## config.mk

```make
export PLATFORM = sky130hd
export DESIGN_NAME = packet_arbiter_mux
export DESIGN_NICKNAME = d
export VERILOG_FILES = /design/src/rtl/packet_arbiter_mux_pkg.sv /design/src/rtl/packet_arbiter_mux_rr_priority_picker.sv /design/src/rtl/packet_arbiter_mux.sv
export SDC_FILE = /design/constraint.sdc
export NUM_CORES = 1
export LEC_CHECK = 0
export BUFFER_PORTS_ARGS = -buffer_cell sky130_fd_sc_hd__clkbuf_2
export CAP_MARGIN = 20
export CORE_ASPECT_RATIO = 2
export CORE_MARGIN = 4
export CORE_UTILIZATION = 25
export CTS_CLUSTER_SIZE = 30
export DETAILED_ROUTE_END_ITERATION = 12
export HOLD_SLACK_MARGIN = 0.08
export PLACE_DENSITY = 0.58
export RECOVER_POWER = 50
export SYNTH_ARGS = -nofsm -noshare
export SYNTH_HDL_FRONTEND = slang
export SYNTH_SLANG_ARGS = --single-unit
```

## constraint.sdc

```tcl
create_clock -name clk_i -period 8.5 [get_ports clk_i]
set_input_delay 0.425 -clock clk_i [delete_from_list [all_inputs] [get_ports clk_i]]
set_output_delay 0.425 -clock clk_i [all_outputs]
set_load 0.01 [all_outputs]
```

## src/rtl/packet_arbiter_mux_pkg.sv

```systemverilog
// Shared types for the router output-port arbiter: AXI-Stream channel
// structs, the routing-header TID code and the arbiter state encoding.
// TDEST/TUSER fields are compiled in with TDEST_PRESENT / TUSER_PRESENT.
package packet_arbiter_mux_pkg;

    localparam int AXIS_DATA_WIDTH = 40;
    localparam int ID_WIDTH        = 4;
    localparam int DEST_WIDTH      = 4;
    localparam int USER_WIDTH      = 4;

    // TID value that marks the first flit of a packet; arbitration keys on
    // it, so TID is always carried.
    localparam logic [ID_WIDTH-1:0] ROUTING_HEADER = 4'hA;

    typedef struct packed {
        logic [AXIS_DATA_WIDTH-1:0] TDATA;
        logic [ID_WIDTH-1:0]        TID;
`ifdef TDEST_PRESENT
        logic [DEST_WIDTH-1:0]      TDEST;
`endif
`ifdef TUSER_PRESENT
        logic [USER_WIDTH-1:0]      TUSER;
`endif
        logic                       TLAST;
    } axis_data_t;

    typedef struct packed {
        logic       TVALID;
        axis_data_t data;
    } axis_mosi_t;

    typedef struct packed {
        logic TREADY;
    } axis_miso_t;

    typedef enum logic [0:0] {
        ARB_IDLE   = 1'b0,
        ARB_LOCKED = 1'b1
    } arb_state_t;

endpackage

```

## src/rtl/packet_arbiter_mux_rr_priority_picker.sv

```systemverilog
// Combinational round-robin picker: returns the first requester found when
// scanning upward from last_grant+1, wrapping modulo N. Shared by all
// router output ports.
module rr_priority_picker
    import packet_arbiter_mux_pkg::*;
#(
    parameter int N = 5,
    parameter int W = (N > 1) ? $clog2(N) : 1
) (
    input  logic [N-1:0] i_req,
    input  logic [W-1:0] i_last_grant,
    output logic         o_valid,
    output logic [W-1:0] o_winner
);

    int w_idx;

    // Scan from the farthest candidate back to the nearest so the nearest
    // requester after last_grant is the final (winning) assignment.
    always_comb begin
        o_valid  = 1'b0;
        o_winner = '0;
        w_idx    = 0;
        for (int k = N; k >= 1; k--) begin
            w_idx = (int'(i_last_grant) + k) % N;
            if (i_req[w_idx]) begin
                o_valid  = 1'b1;
                o_winner = W'(w_idx);
            end
        end
    end

endmodule

```

## src/rtl/packet_arbiter_mux.sv

```systemverilog
// Packet-granular round-robin merge of INPUT_NUMBER AXI-Stream sources onto
// one router output port. A grant is won by a ROUTING_HEADER flit and held
// until the TLAST handshake, so packets never interleave.
// Handshake: a flit moves on a cycle where TVALID && TREADY; a source holds
// its flit stable while TVALID is high and TREADY is low.
// Optional build macro ARB_PMU_EN adds packet/flit/stall counters.
module packet_arbiter_mux
    import packet_arbiter_mux_pkg::*;
#(
    parameter int INPUT_NUMBER       = 5,
    parameter int INPUT_NUMBER_WIDTH = $clog2(INPUT_NUMBER)
) (
    input  logic                          clk_i,
    input  logic                          rst_n_i,
    input  axis_mosi_t                    in_mosi_i [INPUT_NUMBER],
    output axis_miso_t                    in_miso_o [INPUT_NUMBER],
    output axis_mosi_t                    out_mosi_o,
    input  axis_miso_t                    out_miso_i,
    output logic [INPUT_NUMBER_WIDTH-1:0] grant_o,
`ifdef ARB_PMU_EN
    output logic [31:0]                   pkt_cnt_o,
    output logic [31:0]                   flit_cnt_o,
    output logic [31:0]                   stall_cnt_o,
`endif
    output logic                          locked_o
);

    arb_state_t                    r_state;
    arb_state_t                    w_state_next;
    logic [INPUT_NUMBER_WIDTH-1:0] r_grant;
    logic [INPUT_NUMBER_WIDTH-1:0] w_grant_next;
    logic [INPUT_NUMBER_WIDTH-1:0] r_last_grant;
    logic [INPUT_NUMBER_WIDTH-1:0] w_last_grant_next;
    logic [INPUT_NUMBER-1:0]       w_req;
    logic                          w_pick_valid;
    logic [INPUT_NUMBER_WIDTH-1:0] w_pick_idx;
    logic                          w_sel_valid;
    logic [INPUT_NUMBER_WIDTH-1:0] w_sel_idx;
    logic                          w_hs;

    // Only a valid header flit can request the output.
    always_comb begin
        w_req = '0;
        for (int i = 0; i < INPUT_NUMBER; i++) begin
            w_req[i] = in_mosi_i[i].TVALID && (in_mosi_i[i].data.TID == ROUTING_HEADER);
        end
    end

    rr_priority_picker #(
        .N (INPUT_NUMBER),
        .W (INPUT_NUMBER_WIDTH)
    ) u_picker (
        .i_req        (w_req),
        .i_last_grant (r_last_grant),
        .o_valid      (w_pick_valid),
        .o_winner     (w_pick_idx)
    );

    // Selected source: live picker result while idle, held grant while locked.
    always_comb begin
        w_sel_valid = w_pick_valid;
        w_sel_idx   = w_pick_idx;
        if (r_state == ARB_LOCKED) begin
            w_sel_valid = 1'b1;
            w_sel_idx   = r_grant;
        end
    end

    // Forward the selected stream; everything is zeroed while in reset.
    always_comb begin
        out_mosi_o = '0;
        if (rst_n_i && w_sel_valid) begin
            out_mosi_o = in_mosi_i[w_sel_idx];
        end
    end

    // Route downstream TREADY back to the selected source only.
    always_comb begin
        for (int i = 0; i < INPUT_NUMBER; i++) begin
            in_miso_o[i] = '0;
            if (rst_n_i && w_sel_valid && (w_sel_idx == INPUT_NUMBER_WIDTH'(i))) begin
                in_miso_o[i] = out_miso_i;
            end
        end
    end

    assign w_hs     = out_mosi_o.TVALID && out_miso_i.TREADY;
    assign grant_o  = w_sel_idx;
    assign locked_o = (r_state == ARB_LOCKED);

    // Next-state: lock on a multi-flit header handshake, release on TLAST.
    always_comb begin
        w_state_next      = r_state;
        w_grant_next      = r_grant;
        w_last_grant_next = r_last_grant;
        case (r_state)
            ARB_IDLE: begin
                if (w_hs) begin
                    w_last_grant_next = w_pick_idx;
                    if (!out_mosi_o.data.TLAST) begin
                        w_state_next = ARB_LOCKED;
                        w_grant_next = w_pick_idx;
                    end
                end
            end
            ARB_LOCKED: begin
                if (w_hs && out_mosi_o.data.TLAST) begin
                    w_state_next = ARB_IDLE;
                end
            end
            default: w_state_next = ARB_IDLE;
        endcase
    end

    // State registers; last_grant resets to the top index so input 0 goes first.
    always_ff @(posedge clk_i or negedge rst_n_i) begin
        if (!rst_n_i) begin
            r_state      <= ARB_IDLE;
            r_grant      <= '0;
            r_last_grant <= INPUT_NUMBER_WIDTH'(INPUT_NUMBER - 1);
        end else begin
            r_state      <= w_state_next;
            r_grant      <= w_grant_next;
            r_last_grant <= w_last_grant_next;
        end
    end

`ifdef ARB_PMU_EN
    logic [31:0] r_pkt_cnt;
    logic [31:0] r_flit_cnt;
    logic [31:0] r_stall_cnt;

    // Free-running wrap-around performance counters on the merged output.
    always_ff @(posedge clk_i or negedge rst_n_i) begin
        if (!rst_n_i) begin
            r_pkt_cnt   <= '0;
            r_flit_cnt  <= '0;
            r_stall_cnt <= '0;
        end else begin
            if (w_hs && out_mosi_o.data.TLAST) r_pkt_cnt <= r_pkt_cnt + 32'd1;
            if (w_hs) r_flit_cnt <= r_flit_cnt + 32'd1;
            if (out_mosi_o.TVALID && !out_miso_i.TREADY) r_stall_cnt <= r_stall_cnt + 32'd1;
        end
    end

    assign pkt_cnt_o   = r_pkt_cnt;
    assign flit_cnt_o  = r_flit_cnt;
    assign stall_cnt_o = r_stall_cnt;
`endif

endmodule
```

==> results of run 1 <==
[layer usage]
layer | part of all wire, % | track usage [%] | routed length [um]
met1 | 35 | 22.7 | 7680
met2 | 56 | 42.4 | 12300
met3 | 5.5 | 2.80 | 1210
met4 | 3.9 | 7.59 | 849
met5 | 0 | 0 | 0
[Yosys cell counts, types with 4 or more instances]
library cell,count
inv_1,17
nor2b_1,9
clkbuf_1,28
o211a_1,5
or3_1,12
and2_1,6
ha_1,22
buf_4,6
dfrtp_1,6
nand2b_1,14
nand3_1,10
o211ai_1,4
a31oi_1,6
a32o_1,43
a211o_1,9
o21a_1,5
o2111ai_1,4
o22ai_1,5
o21ai_0,12
o311ai_0,5
nor2_1,30
o31ai_1,4
buf_1,4
mux2i_1,100
nor3b_1,5
a211oi_1,5
nor3_1,15
mux2_2,9
xnor2_1,7
a21oi_1,14
o221ai_1,4
nand2_1,112
buf_2,5
or2_2,8
[kinds of logic after synthesis]
logic type	count (synthesis)	share of synthesized area, %
multiplexers	109	25.3
adder cells (fa/ha/maj)	22	6.32
flip-flops	7	4.05
AO/OA/AOI/OAI	155	30.3
buffers and inverters	64	6.18
XOR/XNOR	8	1.61
AND/OR/NAND/NOR	238	26.2
[final timing paths]
check	startpoint	endpoint	slack [ns]
max in group asynchronous	rst_n_i	r_last_grant[2]$_DFFE_PN1P_	7.46
worst max register to register	r_last_grant[0]$_DFFE_PN0P_	r_grant[2]$_DFFE_PN0P_	1.54
worst max-delay path	r_last_grant[0]$_DFFE_PN0P_	out_mosi_o[35]	0.94
worst min register to register	r_grant[2]$_DFFE_PN0P_	r_grant[2]$_DFFE_PN0P_	0.51
worst min-delay path	r_grant[2]$_DFFE_PN0P_	r_grant[2]$_DFFE_PN0P_	0.51
min in group asynchronous	rst_n_i	r_last_grant[1]$_DFFE_PN0P_	0.68
[layout make-up]
cell class / count / area share (%)
Multi-Input combinational cell: 532 / 65.0
Timing Repair Buffer: 298 / 25.1
Tap cell: 210 / 4.36
Sequential cell: 7 / 2.93
Clock buffer: 4 / 1.31
Inverter: 21 / 1.31
[through the flow]
stage	hold slack [ns]	total power (uW)	utilization, %	cells
after floorplan	0.129	2350	-	603
after global placement	0.293	3200	34.7	1067
after detailed placement	0.295	3210	34.7	1067
after CTS	0.516	3300	35.2	1072
after global routing	0.560	3540	35.0	1072
final	0.513	3280	35.0	1072
[where the power goes]
part,internal (uW),switching (uW)
logic,1270,1840
clock network,62.8,21.3
registers,46.1,40.0
==> out/metrics.csv, run 1 <==
stage;metric;value;unit
synth;syn-num-nets;858;
synth;ys_seq_elements;7;
synth;ys_async_sr_fraction;100;%
synth;synth.avg_cell_area;7.22;sq um
clock_network;cts-htree-levels;1;
die;die_h;195;um
synth;synth_area_leader_cell;mux2i_1;
finish;antennaDiodeCount;0;
finish;drive_above_1_share;36.2;%
sta;hold_viol_final;0;
global_routing;grt_pass1_vias;6130;
route;vias;5852;
power;leakagePower;0.00292;uW
worst_setup_path;crit_slowest_cell;dfrtp_1;
clock_network;clkTransAtPathRegs;0.04;ns
sta;worst_slew_pin_slew;1.03;ns
finish;fin_area;6020;sq um
route;drt-total-wl;22000;um
sta;setup_ws;0.941;ns
clock_network;cts_tree;yes;
sta;maxSlewViolCount;0;
worst_hold_path;holdPathStages;1;
clock_network;cts_setup_buffers;0;
worst_setup_path;worstPathMaxFanout;21;
clock_network;clockRootBuffer;clkbuf_16;
route;wl_per_cell;20.5;um
synth;dominantRegCellSynth;dfrtp_1;
finish;multiInputGateArea;3910;sq um
synth;synth.distinct_cells;73;
worst_setup_path;cp.depth;18;
die;start_util;25.3;%
worst_setup_path;slowest_delay;0.76;ns
placement;pre_cts_slack;1.52;ns
synth;yosysTopAreaCellShare;23.0;%
worst_setup_path;critPathKind;flop to primary output;
placement;port_buffers;287;
worst_setup_path;worst-r2r-cell-count;17;
sta;skew;0.00187;ns
die;rows;68;
global_routing;grt_pass1_wl;33600;um
die;die-area;19700;sq um
power;irDropWorstVdd;0.000405;V
clock_network;numCtsBuffers;3;
placement;gp_congestion;1.00;
route;ant_nets;0;
sta;rsz0062_at_grt;no;
finish;fillers;1901;
route;first_pass_iters;5;
synth;yosys_warnings;0;
worst_setup_path;critical-path-top-delay-family;compound AO/OA/AOI/OAI gates;
sta;max_freq;132;MHz
finish;final_cell_mix;clkbuf_2, nand2_1, mux2i_1;
synth;synth_area;4350;sq um
worst_setup_path;worstPathRequired;8.08;ns
synth;yosysSeqAreaShare;4.05;%
finish;nets;1118;
route;drc;0;
sta;period_needed;7.56;ns
finish;layout.cells.most_common;clkbuf_2;
clock_network;cts_resized;0;
clock_network;holdBufCountCts;1;
synth;netlist_instances;603;
placement;dp_hpwl;19000;um
synth;ys_top_cells_by_area;mux2i_1, a32o_1, nand2_1;
route;drt_iter0_drc;330;
clock_network;insertion_delay;0.24;ns
die;fp.coreArea;17200;sq um
sta;setup_viol;0;
die;ios;288;
sta;fin_tns_setup;0;ns
finish;syn_to_final_growth;38.3;%
worst_setup_path;critPathBufInv;5;
worst_setup_path;cp.arrival;7.13;ns
synth;synth_edf_count;0;
global_routing;grt_usage;21.7;%
job;maxCapViolCount;0;
placement;place_area;5970;sq um
route;via_per_inst;5.46;
sta;max_slew_margin;31.3;%
die;die_w;101;um
clock_network;cts_sinks;7;
sta;period_share;88.9;%
worst_setup_path;worstPathCellList;inv_1 > ha_1 > clkinv_1 > ha_1 > inv_1 > ha_1 > o311a_1 > a311oi_1 > mux2i_1 > o22ai_1 > o21ai_0 > o211ai_1 > o31ai_4 > clkbuf_1 > mux2i_1 > nand2_1 > a32o_1 > clkbuf_2;
worst_setup_path;cp-start-kind;flop;
worst_setup_path;path_common_cell;ha_1;
worst_setup_path;end_kind;primary output;
global_routing;antenna_found_initial;0;
finish;seqCellArea;176;sq um
global_routing;grt_max_degree;82;
global_routing;grt_overflow;0;
worst_hold_path;hold_class;flop to flop;
clock_network;clk_path_buf_depth;2;
power;p_per_area;545;nW/um^2
outcome;outcome;complete, no violations;
(Power assumes the default switching activity.)
==> inputs of run 2 (changes only) <==
- clock period: 8.5 -> 7.7 ns (I/O delays scaled with it)
==> run 2 against run 1 <==
Net effect:
- design area increased by 1.8%
- critical path depth increased by 2
- setup slack gained 0.052 ns
- total power is 11% higher
- wire length down 3.0%
- global-route usage shrank 0.70 points
- sequential share of layout area down 0.051 points
- final cell count up 0.93%
- flip-flop and latch count is the same
- largest cell class unchanged
- highest routed layer unchanged
==> out/metrics.csv, run 2 (synthesis gave the netlist of run 1 again) <==
stage;metric;value;unit;change
outcome;outcome;complete, no violations;;
worst_setup_path;worstPathCellList;inv_1 > ha_1 > xnor2_1 > inv_1 > ha_1 > inv_1 > ha_1 > nor2b_1 > o21a_1 > a31oi_1 > a2111o_1 > a211o_1 > o21a_1 > o311a_1 > o31ai_4 > buf_4 > mux2i_1 > nand2_1 > a32o_1 > clkbuf_2;;
worst_setup_path;worstPathRequired;7.32;ns;-0.76 ns
clock_network;cts-htree-levels;1;;unchanged
die;die-area;19700;sq um;unchanged
die;fp.coreArea;17200;sq um;unchanged
placement;gp_congestion;1.01;;+0.49%
finish;layout.cells.most_common;clkbuf_2;;
finish;final_cell_mix;clkbuf_2, nand2_1, mux2i_1;;
sta;max_slew_margin;44.0;%;+13 points
route;first_pass_iters;5;;unchanged
sta;skew;0.000634;ns;-0.00124 ns
finish;fin_cells;1082;;+0.93%
clock_network;clkTransAtPathRegs;0.04;ns;about the same
global_routing;grt_usage;21.0;%;-0.70 points
power;p_per_area;596;nW/um^2;+9.4%
power;irDropWorstVdd;0.000470;V;+16%
sta;period_needed;6.71;ns;
worst_setup_path;end_kind;primary output;;
placement;port_buffers;287;;unchanged
power;combPwrFrac;95.3;%;+0.5 points
finish;syn_to_final_growth;40.7;%;
clock_network;clockRootBuffer;clkbuf_16;;
global_routing;grt_pass1_vias;6062;;-1.1%
worst_setup_path;worstPathMaxFanout;18;;-14%
die;ios;288;;unchanged
sta;maxSlewViolCount;0;;unchanged
power;power.sequential.fraction;2.2;%;-0.4 points
clock_network;cts_sinks;7;;unchanged
finish;drive_above_1_share;36.8;%;+0.59 points
power;p_clk_share;2.5;%;about the same
power;p_total;3660;uW;+11%
placement;place_inst;1075;;+0.75%
worst_setup_path;crit_slowest_cell;xnor2_1;;
die;die_h;195;um;unchanged
route;wl_per_cell;19.7;um;-3.9%
sta;worst_slew_pin_slew;0.834;ns;-0.194 ns
route;via_per_inst;5.43;;-0.55%
finish;nets;1126;;+0.72%
route;drt_iter0_drc;401;;+22%
worst_setup_path;cp-start-kind;flop;;
sta;rsz0062_at_grt;no;;
sta;max_freq;149;MHz;
placement;place_area;6060;sq um;+1.6%
route;vias;5874;;+0.38%
worst_setup_path;cp.arrival;6.32;ns;-0.81 ns
worst_setup_path;slowest_delay;0.68;ns;-0.08 ns
clock_network;cts_tree;yes;;
route;ant_nets;0;;unchanged
power;intPower;1580;uW;+15%
route;drt-total-wl;21400;um;-3.0%
sta;fin_tns_setup;0;ns;unchanged
clock_network;cts_setup_buffers;0;;unchanged
die;start_util;25.3;%;unchanged
worst_hold_path;hold_class;flop to flop;;
job;maxCapViolCount;0;;unchanged
finish;post-route-util;35.7;%;+0.63 points
power;leakagePower;0.00297;uW;+1.6%
die;rows;68;;unchanged
global_routing;grt_max_degree;49;;-40%
route;drc;0;;unchanged
sta;period_share;87.1;%;
power;p_sw_share;56.7;%;-1.4 points
sta;setup_viol;0;;unchanged
clock_network;clk_path_buf_depth;2;;unchanged
power;p_switching;2070;uW;+8.7%
worst_setup_path;critPathKind;flop to primary output;;
finish;fin_area;6130;sq um;+1.8%
global_routing;antenna_found_initial;2;;+2
placement;dp_hpwl;18500;um;-2.7%
global_routing;grt_overflow;0;;unchanged
clock_network;numCtsBuffers;3;;unchanged
sta;hold_viol_final;0;;unchanged
global_routing;grt_pass1_wl;32800;um;-2.4%
die;die_w;101;um;unchanged
clock_network;insertion_delay;0.24;ns;about the same
worst_setup_path;critPathBufInv;5;;unchanged
worst_setup_path;critical-path-top-delay-family;compound AO/OA/AOI/OAI gates;;
[run 2: changes by cell type in the layout (fill, tap and decap cells not counted), sizes merged]
| cell | change |
|---|---|
| buf | +7 |
| diode | +2 |
| clkbuf | +1 |
[run 2: per-layer routing]
layer / track usage [%] / share of wire, % / vias to the layer above
met3: 4.17 / 7.3 / 55
met4: 8.43 / 4.8 / 0
met5: 0 / 0 / -
li1: - / - / 2846
met2: 39.3 / 53 / 285
met1: 22.1 / 34 / 2688
[run 2: through the flow]
stage | setup WS, ns | hold slack [ns]
finish | 0.993 | 0.501
global route | 0.559 | 0.557
CTS | 1.05 | 0.520
detailed placement | 1.32 | 0.261
global placement | 1.41 | 0.263
floorplan | 1.23 | 0.0894
[run 2: power groups by stage]
stage | combinational (uW) | clock, uW | sequential [uW]
CTS | 3520 | 92.3 | 80.0
floorplan | 2520 | 0 | 69.9
global route | 3790 | 95.3 | 83.4
global placement | 3500 | 0 | 80.6
detailed placement | 3510 | 0 | 80.5
finish | 3480 | 91.2 | 80.2
[run 2: path summary, 6_finish.rpt]
path | slack, ns | from | end | cells past startpoint
min in group asynchronous | 0.64 | rst_n_i | asynchronous set/reset pin | 2
max reg2reg | 1.33 | r_last_grant[1]$_DFFE_PN0P_ | r_grant[2]$_DFFE_PN0P_ | 19
max | 0.99 | r_last_grant[1]$_DFFE_PN0P_ | out_mosi_o[39] | 20
min | 0.50 | r_grant[0]$_DFFE_PN0P_ | r_grant[0]$_DFFE_PN0P_ | 1
min reg2reg | 0.50 | r_grant[0]$_DFFE_PN0P_ | r_grant[0]$_DFFE_PN0P_ | 1
max in group asynchronous | 6.70 | rst_n_i | r_last_grant[2]$_DFFE_PN1P_ | 2
[run 2: final cells by class]
type / count / area (sq um)
Antenna cell: 2 / 5.00
Clock buffer: 4 / 78.8
Fill cell: 1918 / 11100
Inverter: 21 / 78.8
Multi-Input combinational cell: 532 / 3920
Sequential cell: 7 / 176
Tap cell: 210 / 263
Timing Repair Buffer: 306 / 1600
[run 2: what timing repair did]
item	4_1_cts	5_1_grt
hold endpoints to repair	6	0
setup endpoints to repair	0	0
gates resized for setup	0	0
hold buffers	1	0
==> inputs of run 3 (changes only) <==
- clock period: 7.7 -> 7.65 ns (I/O delays scaled with it)
==> run 3 against run 2 <==
Net effect:
- non-clock buffer count fell by 4
- final cell count fell by 0.55%
- combinational power barely moved
- count of clock-buffer cells in the layout did not move
- die area did not move
==> out/metrics.csv, run 3 (synthesis gave the netlist of run 1 again) <==
stage;metric;value;unit;change
worst_setup_path;worstPathMaxFanout;80;;+62
finish;antennaDiodeCount;0;;-2
power;irDropWorstVdd;0.000539;V;+15%
finish;final_cell_mix;clkbuf_2, nand2_1, mux2i_1;;
route;drc;0;;unchanged
placement;gp_congestion;1.00;;-0.30%
route;via_per_inst;5.39;;-0.73%
sta;skew;0.00260;ns;+0.00196 ns
route;wl_per_cell;19.5;um;-1.3%
worst_setup_path;cp.arrival;6.50;ns;+0.18 ns
clock_network;cts-htree-levels;1;;unchanged
finish;syn_to_final_growth;39.1;%;
placement;pre_cts_slack;1.14;ns;-0.177 ns
route;drt-total-wl;21000;um;-1.8%
global_routing;grt_usage;20.5;%;-0.56 points
finish;drive_above_1_share;36.4;%;-0.41 points
sta;period_share;90.0;%;
sta;hold_ws;0.550;ns;+0.0487 ns
worst_setup_path;worstPathRequired;7.27;ns;-0.05 ns
placement;port_buffers;287;;unchanged
finish;nets;1122;;-0.36%
clock_network;clk_path_buf_depth;2;;unchanged
global_routing;antenna_found_initial;0;;-2
clock_network;insertion_delay;0.23;ns;about the same
clock_network;cts_tree;yes;;
sta;hold_viol_final;0;;unchanged
die;die-area;19700;sq um;unchanged
die;die_h;195;um;unchanged
die;ios;288;;unchanged
sta;setup_ws;0.763;ns;-0.230 ns
route;first_pass_iters;7;;+2
route;ant_nets;0;;unchanged
power;leakagePower;0.00294;uW;-1.1%
clock_network;cts_setup_buffers;0;;unchanged
sta;fin_tns_setup;0;ns;unchanged
die;rows;68;;unchanged
sta;max_slew_margin;33.7;%;-10 points
placement;dp_hpwl;18100;um;-2.5%
sta;maxSlewViolCount;0;;unchanged
outcome;outcome;complete, no violations;;
global_routing;grt_pass1_vias;5867;;-3.2%
job;maxCapViolCount;0;;unchanged
worst_hold_path;hold_class;flop to flop;;
die;die_w;101;um;unchanged
clock_network;numCtsBuffers;3;;unchanged
die;start_util;25.3;%;unchanged
worst_setup_path;critPathKind;flop to primary output;;
sta;max_freq;145;MHz;
sta;worst_slew_pin_slew;0.986;ns;+0.152 ns
finish;layout.cells.most_common;clkbuf_2;;
clock_network;clkTransAtPathRegs;0.04;ns;about the same
route;vias;5799;;-1.3%
sta;setup_viol;0;;unchanged
worst_setup_path;end_kind;primary output;;
clock_network;cts_sinks;7;;unchanged
power;p_per_area;600;nW/um^2;+0.64%
global_routing;grt_pass1_wl;31800;um;-2.9%
global_routing;grt_max_degree;81;;+65%
sta;period_needed;6.89;ns;
clock_network;clockRootBuffer;clkbuf_16;;
worst_setup_path;cp-start-kind;flop;;
route;drt_iter0_drc;302;;-25%
die;fp.coreArea;17200;sq um;unchanged
global_routing;grt_overflow;0;;unchanged
sta;rsz0062_at_grt;no;;
-- run 3: cell types whose count changed in the layout (fill, tap and decap cells not counted), sizes merged --
cell    delta
clkbuf     -1
diode      -2
buf        -3
-- run 3: final timing paths --
path | from | end | slack, ns | cells after the start
max in group asynchronous | rst_n_i | r_last_grant[2]$_DFFE_PN1P_ | 6.69 | 2
worst min register to register | r_grant[2]$_DFFE_PN0P_ | r_grant[2]$_DFFE_PN0P_ | 0.55 | 1
worst min-delay path | r_grant[2]$_DFFE_PN0P_ | r_grant[2]$_DFFE_PN0P_ | 0.55 | 1
min in group asynchronous | rst_n_i | r_last_grant[0]$_DFFE_PN0P_ | 0.62 | 2
worst max-delay path | r_last_grant[1]$_DFFE_PN0P_ | out_mosi_o[35] | 0.76 | 21
worst max register to register | r_last_grant[1]$_DFFE_PN0P_ | r_grant[2]$_DFFE_PN0P_ | 1.00 | 20
-- run 3: worst max-delay path: stages (launching register included) --
cell and delay [ns]:
dfrtp_1 0.50, inv_1 0.23, ha_1 0.40, ha_1 0.27, or3b_2 0.47, o22ai_1 0.22, nor2_1 0.14, ha_1 0.21
nor2b_1 0.14, nor2_1 0.08, a221oi_4 0.45, mux2i_1 0.17, a211o_1 0.31, a31o_2 0.29, o311a_1 0.39, o31ai_1 0.45
buf_12 0.47, buf_4 0.36, mux2i_1 0.22, nand2_1 0.07, a32o_1 0.28, clkbuf_2 0.13
-- run 3: layout make-up --
class | instances | area (sq um)
flip-flops and latches | 7 | 176
fillers | 1931 | 11100
well taps | 210 | 263
clock buffers | 4 | 78.8
multi-input cells | 532 | 3910
inverters | 21 | 78.8
repair buffers | 302 | 1550
-- run 3: stage by stage --
step | cells | util [%] | total power (uW) | cell area, sq um
finish | 1076 | 35.2 | 3630 | 6060
global route | 1076 | 35.2 | 3950 | 6060
CTS | 1076 | 35.5 | 3690 | 6100
detailed placement | 1071 | 35.0 | 3590 | 6010
global placement | 1071 | 35.0 | 3580 | 6010
floorplan | 603 | - | 2610 | 4350
-- run 3: report_power, final --
part           internal [uW]  total (uW)  switching (uW)
clock network           69.4        89.8            20.4
logic                   1430        3460            2030
registers               51.5        84.1            32.6
total                   1550        3630            2080
-- run 3: layer usage --
layer,wire length (um),track usage (%),vias up
li1,-,-,2820
met1,7480,22.6,2659
met2,11200,38.3,280
met3,1420,3.27,40
met4,837,6.80,0
met5,0,0,-
-- run 3: what timing repair did --
action	in CTS	in global routing
gates resized for setup	0	0
endpoints found under the hold margin	6	0
hold buffers	1	0
